## src/rtl/rf_seq_pkg.sv

```systemverilog
// Shared constants for the register-file sequencer: widths, opcodes, state encoding.
package rf_seq_pkg;

    localparam int unsigned DATA_W = 16;
    localparam int unsigned ADDR_W = 3;

    localparam logic [2:0] OP_ADD = 3'b000;
    localparam logic [2:0] OP_SUB = 3'b001;
    localparam logic [2:0] OP_AND = 3'b010;
    localparam logic [2:0] OP_OR  = 3'b011;
    localparam logic [2:0] OP_XOR = 3'b100;
    localparam logic [2:0] OP_SHL = 3'b101;
    localparam logic [2:0] OP_LDI = 3'b110;
    localparam logic [2:0] OP_NOP = 3'b111;

    localparam logic [1:0] S_IDLE = 2'd0;
    localparam logic [1:0] S_READ = 2'd1;
    localparam logic [1:0] S_EXEC = 2'd2;
    localparam logic [1:0] S_WB   = 2'd3;

    function automatic logic is_alu_op(input logic [2:0] op);
        return (op <= OP_SHL);
    endfunction

endpackage

```

## src/rtl/rf_seq_alu.sv

```systemverilog
// Combinational ALU: result and carry/borrow for the six register-register ops.
module rf_seq_alu
    import rf_seq_pkg::*;
(
    input  logic [2:0]        op_i,
    input  logic [DATA_W-1:0] a_i,
    input  logic [DATA_W-1:0] b_i,
    output logic [DATA_W-1:0] res_o,
    output logic              c_o
);

    logic [DATA_W:0] sum;
    logic [DATA_W:0] diff;
    logic [DATA_W:0] shl;

    // Bit 16 of the 17-bit shift holds the last bit pushed out of the word
    assign sum  = {1'b0, a_i} + {1'b0, b_i};
    assign diff = {1'b0, a_i} - {1'b0, b_i};
    assign shl  = {1'b0, a_i} << b_i[3:0];

    always_comb begin
        res_o = '0;
        c_o   = 1'b0;
        case (op_i)
            OP_ADD: begin res_o = sum[DATA_W-1:0];  c_o = sum[DATA_W];  end
            OP_SUB: begin res_o = diff[DATA_W-1:0]; c_o = diff[DATA_W]; end
            OP_AND: res_o = a_i & b_i;
            OP_OR:  res_o = a_i | b_i;
            OP_XOR: res_o = a_i ^ b_i;
            OP_SHL: begin res_o = shl[DATA_W-1:0];  c_o = shl[DATA_W];  end
            default: ;
        endcase
    end

endmodule

```

## src/rtl/rf_sequencer.sv

```systemverilog
// Four-state instruction sequencer: reads two registers, runs the ALU, writes back.
module rf_sequencer
    import rf_seq_pkg::*;
(
    input  logic              CLK,
    input  logic              RST,
    input  logic              instr_valid,
    output logic              instr_ready,
    input  logic [2:0]        instr_op,
    input  logic [ADDR_W-1:0] instr_rd,
    input  logic [ADDR_W-1:0] instr_rs1,
    input  logic [ADDR_W-1:0] instr_rs2,
    input  logic [DATA_W-1:0] instr_imm,
    output logic [ADDR_W-1:0] rf_num_R1,
    output logic [ADDR_W-1:0] rf_num_R2,
    output logic [ADDR_W-1:0] rf_W1,
    output logic [DATA_W-1:0] rf_Din,
    output logic              rf_WE,
    input  logic [DATA_W-1:0] rf_Dout_1,
    input  logic [DATA_W-1:0] rf_Dout_2,
    output logic              done,
    output logic [DATA_W-1:0] result,
    output logic              flag_c,
    output logic              flag_z
);

    logic [1:0]        state_q, state_d;
    logic [2:0]        op_q, op_d;
    logic [ADDR_W-1:0] rd_q, rd_d, rs1_q, rs1_d, rs2_q, rs2_d;
    logic [DATA_W-1:0] result_q, result_d;
    logic              c_q, c_d, z_q, z_d;
    logic [DATA_W-1:0] alu_res;
    logic              alu_c;
    logic              accept;

    rf_seq_alu u_alu (
        .op_i  (op_q),
        .a_i   (rf_Dout_1),
        .b_i   (rf_Dout_2),
        .res_o (alu_res),
        .c_o   (alu_c)
    );

    assign instr_ready = (state_q == S_IDLE) & ~RST;
    assign accept      = instr_valid & instr_ready;

    // The immediate is consumed on the acceptance edge straight into result,
    // so it needs no separate holding register.
    always_comb begin
        state_d  = state_q;
        op_d     = op_q;
        rd_d     = rd_q;
        rs1_d    = rs1_q;
        rs2_d    = rs2_q;
        result_d = result_q;
        c_d      = c_q;
        z_d      = z_q;
        case (state_q)
            S_IDLE: if (accept) begin
                op_d  = instr_op;
                rd_d  = instr_rd;
                rs1_d = instr_rs1;
                rs2_d = instr_rs2;
                if (is_alu_op(instr_op)) begin
                    state_d = S_READ;
                end else begin
                    state_d = S_WB;
                    if (instr_op == OP_LDI) begin
                        result_d = instr_imm;
                        c_d      = 1'b0;
                        z_d      = (instr_imm == '0);
                    end
                end
            end
            S_READ: state_d = S_EXEC;
            S_EXEC: begin
                state_d  = S_WB;
                result_d = alu_res;
                c_d      = alu_c;
                z_d      = (alu_res == '0);
            end
            S_WB:    state_d = S_IDLE;
            default: state_d = S_IDLE;
        endcase
    end

    always_ff @(posedge CLK) begin
        if (RST) begin
            state_q  <= S_IDLE;
            op_q     <= '0;
            rd_q     <= '0;
            rs1_q    <= '0;
            rs2_q    <= '0;
            result_q <= '0;
            c_q      <= 1'b0;
            z_q      <= 1'b0;
        end else begin
            state_q  <= state_d;
            op_q     <= op_d;
            rd_q     <= rd_d;
            rs1_q    <= rs1_d;
            rs2_q    <= rs2_d;
            result_q <= result_d;
            c_q      <= c_d;
            z_q      <= z_d;
        end
    end

    assign rf_num_R1 = rs1_q;
    assign rf_num_R2 = rs2_q;
    assign rf_W1     = rd_q;
    assign rf_Din    = result_q;
    assign rf_WE     = (state_q == S_WB) & (op_q != OP_NOP) & ~RST;
    assign done      = (state_q == S_WB);
    assign result    = result_q;
    assign flag_c    = c_q;
    assign flag_z    = z_q;

endmodule

```

## config.mk

```make
export PLATFORM = sky130hd
export DESIGN_NAME = rf_sequencer
export DESIGN_NICKNAME = d
export VERILOG_FILES = /design/src/rtl/rf_seq_pkg.sv /design/src/rtl/rf_seq_alu.sv /design/src/rtl/rf_sequencer.sv
export SDC_FILE = /design/constraint.sdc
export NUM_CORES = 1
export LEC_CHECK = 0
export CAP_MARGIN = 20
export CORE_MARGIN = 2
export CORE_UTILIZATION = 58
export CTS_BUF_LIST = sky130_fd_sc_hd__clkbuf_4
export DETAILED_ROUTE_END_ITERATION = 16
export PLACE_DENSITY = 0.9
export SYNTH_ARGS = -nofsm -noshare
export SYNTH_HDL_FRONTEND = slang
export SYNTH_SLANG_ARGS = --single-unit
export TNS_END_PERCENT = 20
```

## constraint.sdc

```tcl
create_clock -name CLK -period 8.6 [get_ports CLK]
set_input_delay 1.72 -clock CLK [delete_from_list [all_inputs] [get_ports CLK]]
set_output_delay 1.72 -clock CLK [all_outputs]
set_load 0.02 [all_outputs]
```

## Word level (Yosys, flattened, before mapping)

Index checks and enable logic that the tools add are counted.

| cells by class | value |
|---|---|
| add/subtract/negate cells | 2 |
| magnitude comparators | 1 |
| eq/ne operators | 13 |
| shift-type cells | 1 |
| mux-type cells | 17 |
| bitwise logic cells | 8 |
| reductions and logical operators | 7 |

Operators by type and width:

| kind | number |
|---|---|
| one-hot mux 16 bit (6 select lines) | 1 |
| two-way mux 16 bit | 3 |
| zero test 16 bit | 2 |
| one-hot mux 16 bit (2 select lines) | 1 |
| adder 16 x 16 -> 17 bit | 1 |
| left shift 16 x 4 -> 17 bit | 1 |
| subtractor 16 x 16 -> 17 bit | 1 |
| AND 16 bit | 1 |
| bitwise OR 16 bit | 1 |
| bitwise XOR 16 bit | 1 |
| equality test 3 bit, second input constant | 3 |
| one-hot mux 2 bit (4 select lines) | 1 |
| equality test 3 x 2 -> 1 bit, second input constant | 2 |
| two-way mux 1 bit | 6 |
| AND 1 bit | 4 |
| equality test 2 bit, second input constant | 2 |
| two-way mux 2 bit | 2 |
| inequality test 2 bit, second input constant | 2 |
| one-hot mux 1 bit (2 select lines) | 2 |
| AND reduction 4 bit | 1 |
| equality test 3 x 1 -> 1 bit, second input constant | 1 |
| less-or-equal comparator 3 bit, second input constant | 1 |
| zero test 3 bit | 1 |
| inequality test 3 bit, second input constant | 1 |
| 7 further kinds | 7 |

| storage, ports and cells | value |
|---|---|
| flip-flop bits (word level) | 32 |
| input bits | 63 |
| output and inout bits | 46 |

## Longest topological paths before layout

| depth | value |
|---|---|
| word-level depth | 5 |
| mapped depth | 13 |
| gate-level depth less buffers | 13 |

## Modules after synthesis

Synthesis repeated with hierarchy kept, for this count alone.

| unflattened totals | value |
|---|---|
| cells, all modules | 630 |
| area, all modules | 4725.8 µm² |

Modules (own cells, without submodules):

| module | instances | cells an instance | area each (µm²) | sequential area each (µm²) |
|---|---|---|---|---|
| rf_seq_alu | 1 | 448 | 3037.9 | 0.0 |
| rf_sequencer | 1 | 182 | 1687.9 | 640.6 |

## Worst setup path after synthesis

No wires, ideal clock.

| timing | value |
|---|---|
| kind | in2reg |
| start | input port rf_Dout_2[1] |
| end | register result_q[14] (netlist: result[14]) |
| library setup time | 0.117 ns |
| data arrival time | 4.422 ns |
| data required time | 8.483 ns |
| setup slack | 4.061 ns |
| stages | 13 |
| path buffers | 2 |
| path through | buf_6 -> clkbuf_1 -> inv_1 -> fa_1 -> nor2b_1 -> o21a_1 -> nor3_1 -> nor3_1 -> o41ai_1 -> a31oi_1 -> xnor2_1 -> o211ai_1 -> a32o_1 |

| on the way | value |
|---|---|
| word-level cells in the longest chain between the ends | 3 |

Ends and longest elaborated chain:

| element | RTL line | source |
|---|---|---|
| start, declared | rf_sequencer.sv:20 | `input logic [DATA_W-1:0] rf_Dout_2,` |
| subtractor 16 x 16 -> 17 bit, or another cell as far along | rf_seq_alu.sv:18 | `assign diff = {1'b0, a_i} - {1'b0, b_i};` |
| one-hot mux 16 bit (6 select lines) (*) | rf_seq_alu.sv:24 | `case (op_i)` |
| one-hot mux 16 bit (2 select lines) (*) | rf_sequencer.sv:58 | `case (state_q)` |
| end signal, assigned | rf_sequencer.sv:103 | `result_q <= result_d;` |
| end, declared | rf_sequencer.sv:30 | `logic [DATA_W-1:0] result_q, result_d;` |

Mark *: on every way between the ends. The rest lies on a longest branch, timed or not.
A chain may end at the register's enable or synchronous reset.

## Final worst setup path

| timing | value |
|---|---|
| start | input port rf_Dout_2[2] |
| end | register result_q[15] (netlist: result[15]) |

The elaborated chain is that of the path after synthesis.

==> results by group <==
Run status
  • Status: finished, final reports clean

Logic synthesis
  • Mapped Cells: 665
  • Top cells by area, synth: ha_1 14%, dfxtp_1 13%, a21oi_1 5.2%
  • Synth Cell Area: 4880 sq um
  • Mux contribution to synthesized area: 0.0907
  • Most frequent cells after synthesis: 66 x nand2_1, 65 x nor2_1, 56 x ha_1, 51 x a21oi_1, 48 x inv_1
  • Cell taking the most area after synthesis: ha_1
  • Seq/Total Area, Yosys: 0.131
  • Yosys warning count: 0
  • Synth Area in Simple Gates: 0.241
  • Synthesized flop and latch total: 32
  • Adder-cell share of the synthesized area: 0.152
  • Xor/xnor share of the synthesized area: 0.0143
  • Netlist cell types: 75
  • EDFF count, synth: 0
  • Main combinational cell family by area after synthesis: compound AO/OA/AOI/OAI gates
  • Area share of the largest cell type after synthesis: 0.143
  • Most instantiated library cell after synthesis: nand2_1
  • Mean Syn Cell Area: 7.34 sq um
  • Mapped Nets: 786
  • Ys flop type: dfxtp_1
  • Post-synthesis compound-gate area fraction: 0.266
  • Asr flop ratio synth: 0

Final layout
  • Layout Nets: 849
  • Layout cells sized above 1: 0.0645
  • Area Growth Syn to Fin: 21.3%
  • Filler cells: 670
  • Register area: 641 sq um
  • Area of the multi-input gates: 3730 sq um

Placed design
  • Port Buffer Count: 108
  • Post-DP HPWL: 13100 um
  • Gpl congestion: 1.03

Timing
  • RSZ-0062 raised after global routing: no
  • Hold slack: 0.469 ns
  • Final Skew: 0.0164 ns
  • Final Hold Viols: 0
  • Slew Limit Fails: 0
  • Tmin final: 5.55 ns
  • Relative slew slack: 0.338
  • Final cycle utilization of the critical path: 0.646
  • F_max: 180 MHz
  • Final setup fails: 0
  • Least-Margin Pin Slew: 0.991 ns
  • TNS Setup: 0 ns

Floorplan
  • I/O pin cnt: 109
  • Starting density of the core: 0.597
  • Die area: 9170 sq um
  • Core area: 8180 sq um
  • Std cell rows: 33
  • Horiz. Die Dim: 95.8 um
  • Die Y-Extent: 95.8 um

Critical path
  • Setup crit end kind: flip-flop
  • Worst Path Required: 8.87 ns
  • Setup crit start kind: input pin
  • Largest fanout on the critical path: 21
  • Critical Path Source: rf_Dout_2[2]
  • Worst reg2reg path startpoint: state_q[0]$_SDFFE_PP0P_
  • WS Path Type: input pin to flip-flop
  • Arr. time, crit path: 5.82 ns

Routing
  • Vias: 5478
  • Final WL: 16700 um
  • DR DRC count: 0
  • Avg WL per Cell: 20.0 um
  • Drt initial violations: 639
  • Drt pass-1 iters: 6
  • DR vias/cell: 6.56
  • Post-route ant nets: 0

Worst hold path
  • Hold Crit Start: flag_c$_SDFFE_PP0P_
  • Worst hold path type: flip-flop to flip-flop

Clocking
  • Clk sinks: 32
  • Longest Clk Path Bufs: 2
  • Clk pin slew, worst setup/hold paths: 0.12 ns
  • Resized Gates After CTS: 0
  • Root Driver: clkbuf_4
  • Insertion delay to the later sink of the worst-skew pair: 0.35 ns
  • CTS tree: done
  • Post-CTS setup buffers: 0
  • Hold Buf Count CTS: 0
  • Number of buffers created by CTS: 5
  • H-tree depth: 2

Power
  • Peak supply drop: 0.0664 mV
  • Leakage: 2.44 nW
  • Power per standard cell area: 134 nW/um^2

GRT
  • First-pass GRT wire length: 25700 um
  • Grt ovf: 0
  • Number of global-route vias before repair: 4967
  • Initial antenna violation count: 0
  • Largest net degree at the start of global routing: 57
  • GR Util All Layers: 0.364

Job
  • Max Cap Viol: 0
-- layout make-up --
class	instances	share of cell area
Sequential cell	32	0.108
Antenna cell	1	0.000423
Clock inverter	3	0.00718
Inverter	50	0.0317
Timing Repair Buffer	117	0.194
Multi-Input combinational cell	522	0.630
Clock buffer	5	0.00634
Tap cell	105	0.0222
-- flip-flops by register name (all words and copies together), names as in the netlist --
| name | count |
|---|---|
| rf_num_R2 | 3 |
| flag_c | 1 |
| rf_W1 | 3 |
| result | 16 |
| op_q | 3 |
| flag_z | 1 |
| state_q | 2 |
| rf_num_R1 | 3 |
-- worst paths after layout --
path | endpoint | slack, ns | cells after the start
hold / removal | flag_c$_SDFFE_PP0P_ | 0.47 | 2
setup reg to reg | flag_z$_SDFFE_PP0P_ | 5.47 | 12
hold reg to reg | flag_c$_SDFFE_PP0P_ | 0.47 | 2
setup / recovery | result[15]$_SDFFE_PP0P_ | 3.05 | 12
-- layer usage --
| metal | part of all wire | vias to the layer above | track usage |
|---|---|---|---|
| met5 | 0 | - | 0 |
| met4 | 0.044 | 0 | 0.151 |
| met3 | 0.10 | 54 | 0.0517 |
| met2 | 0.44 | 360 | 0.575 |
| met1 | 0.42 | 2538 | 0.497 |
| li1 | - | 2526 | - |
-- stage by stage --
step / utilization / power, W / cells / area (sq um) / worst slack, ns
2_1_floorplan: - / 0.000507 / 665 / 4880 / 4.06
3_3_place_gp: 0.714 / 0.000652 / 826 / 5840 / 2.96
3_5_place_dp: 0.714 / 0.000666 / 826 / 5840 / 2.78
4_1_cts: 0.724 / 0.000783 / 834 / 5920 / 3.14
5_1_grt: 0.724 / 0.000843 / 834 / 5920 / 2.81
6_report: 0.724 / 0.000794 / 835 / 5920 / 3.05
-- critical path: stages --
cell             delay [ns]
clkdlybuf4s50_1        0.97
clkinv_1               0.48
ha_1                   0.54
o21ai_0                0.16
o21ai_1                0.30
nand4_1                0.20
nand2_1                0.13
a41oi_1                0.14
a2111oi_0              0.54
mux2i_1                0.18
and3_1                 0.21
o41ai_2                0.25
-- cell families after synthesis --
kind of cell             after synthesis
XOR/XNOR                               8
flip-flops                            32
adder cells (fa/ha/maj)               58
AO/OA/AOI/OAI                        187
multiplexers                          31
AND/OR/NAND/NOR                      238
buffers and inverters                111
-- where the power goes --
group | leakage [nW] | switching, W | total (W) | internal, W
combinational | 2.14 | 0.000291 | 0.000494 | 0.000203
sequential | 0.261 | 0.0000137 | 0.000182 | 0.000169
clock | 0.0412 | 0.0000579 | 0.000118 | 0.0000606
total | 2.44 | 0.000362 | 0.000794 | 0.000432
-- cells in the final DEF, fill, tap and decap left out, types with 6 or more instances in the layout --
| cell | netlist | routed |
|---|---|---|
| clkdlybuf4s50_1 | 0 | 108 |
| nand2_1 | 66 | 66 |
| nor2_1 | 65 | 65 |
| ha_1 | 56 | 56 |
| a21oi_1 | 51 | 51 |
| inv_1 | 48 | 48 |
| dfxtp_1 | 32 | 32 |
| o21ai_0 | 25 | 25 |
| a211oi_1 | 17 | 17 |
| nor3_1 | 16 | 16 |
| mux2i_1 | 15 | 15 |
| nand3b_1 | 14 | 14 |
| nor2b_1 | 13 | 13 |
| o211ai_1 | 10 | 10 |
| mux4_2 | 10 | 10 |
| nor4_1 | 10 | 10 |
| buf_4 | 19 | 9 |
| nand2b_1 | 8 | 8 |
| nand3_1 | 8 | 8 |
| o21a_1 | 7 | 7 |
| a221oi_1 | 7 | 7 |
| nand4_1 | 7 | 7 |
| or3_1 | 6 | 6 |
| mux2_2 | 6 | 6 |
| a31oi_1 | 6 | 6 |
| xnor2_1 | 6 | 6 |
Power figures use the tool's default switching activity.
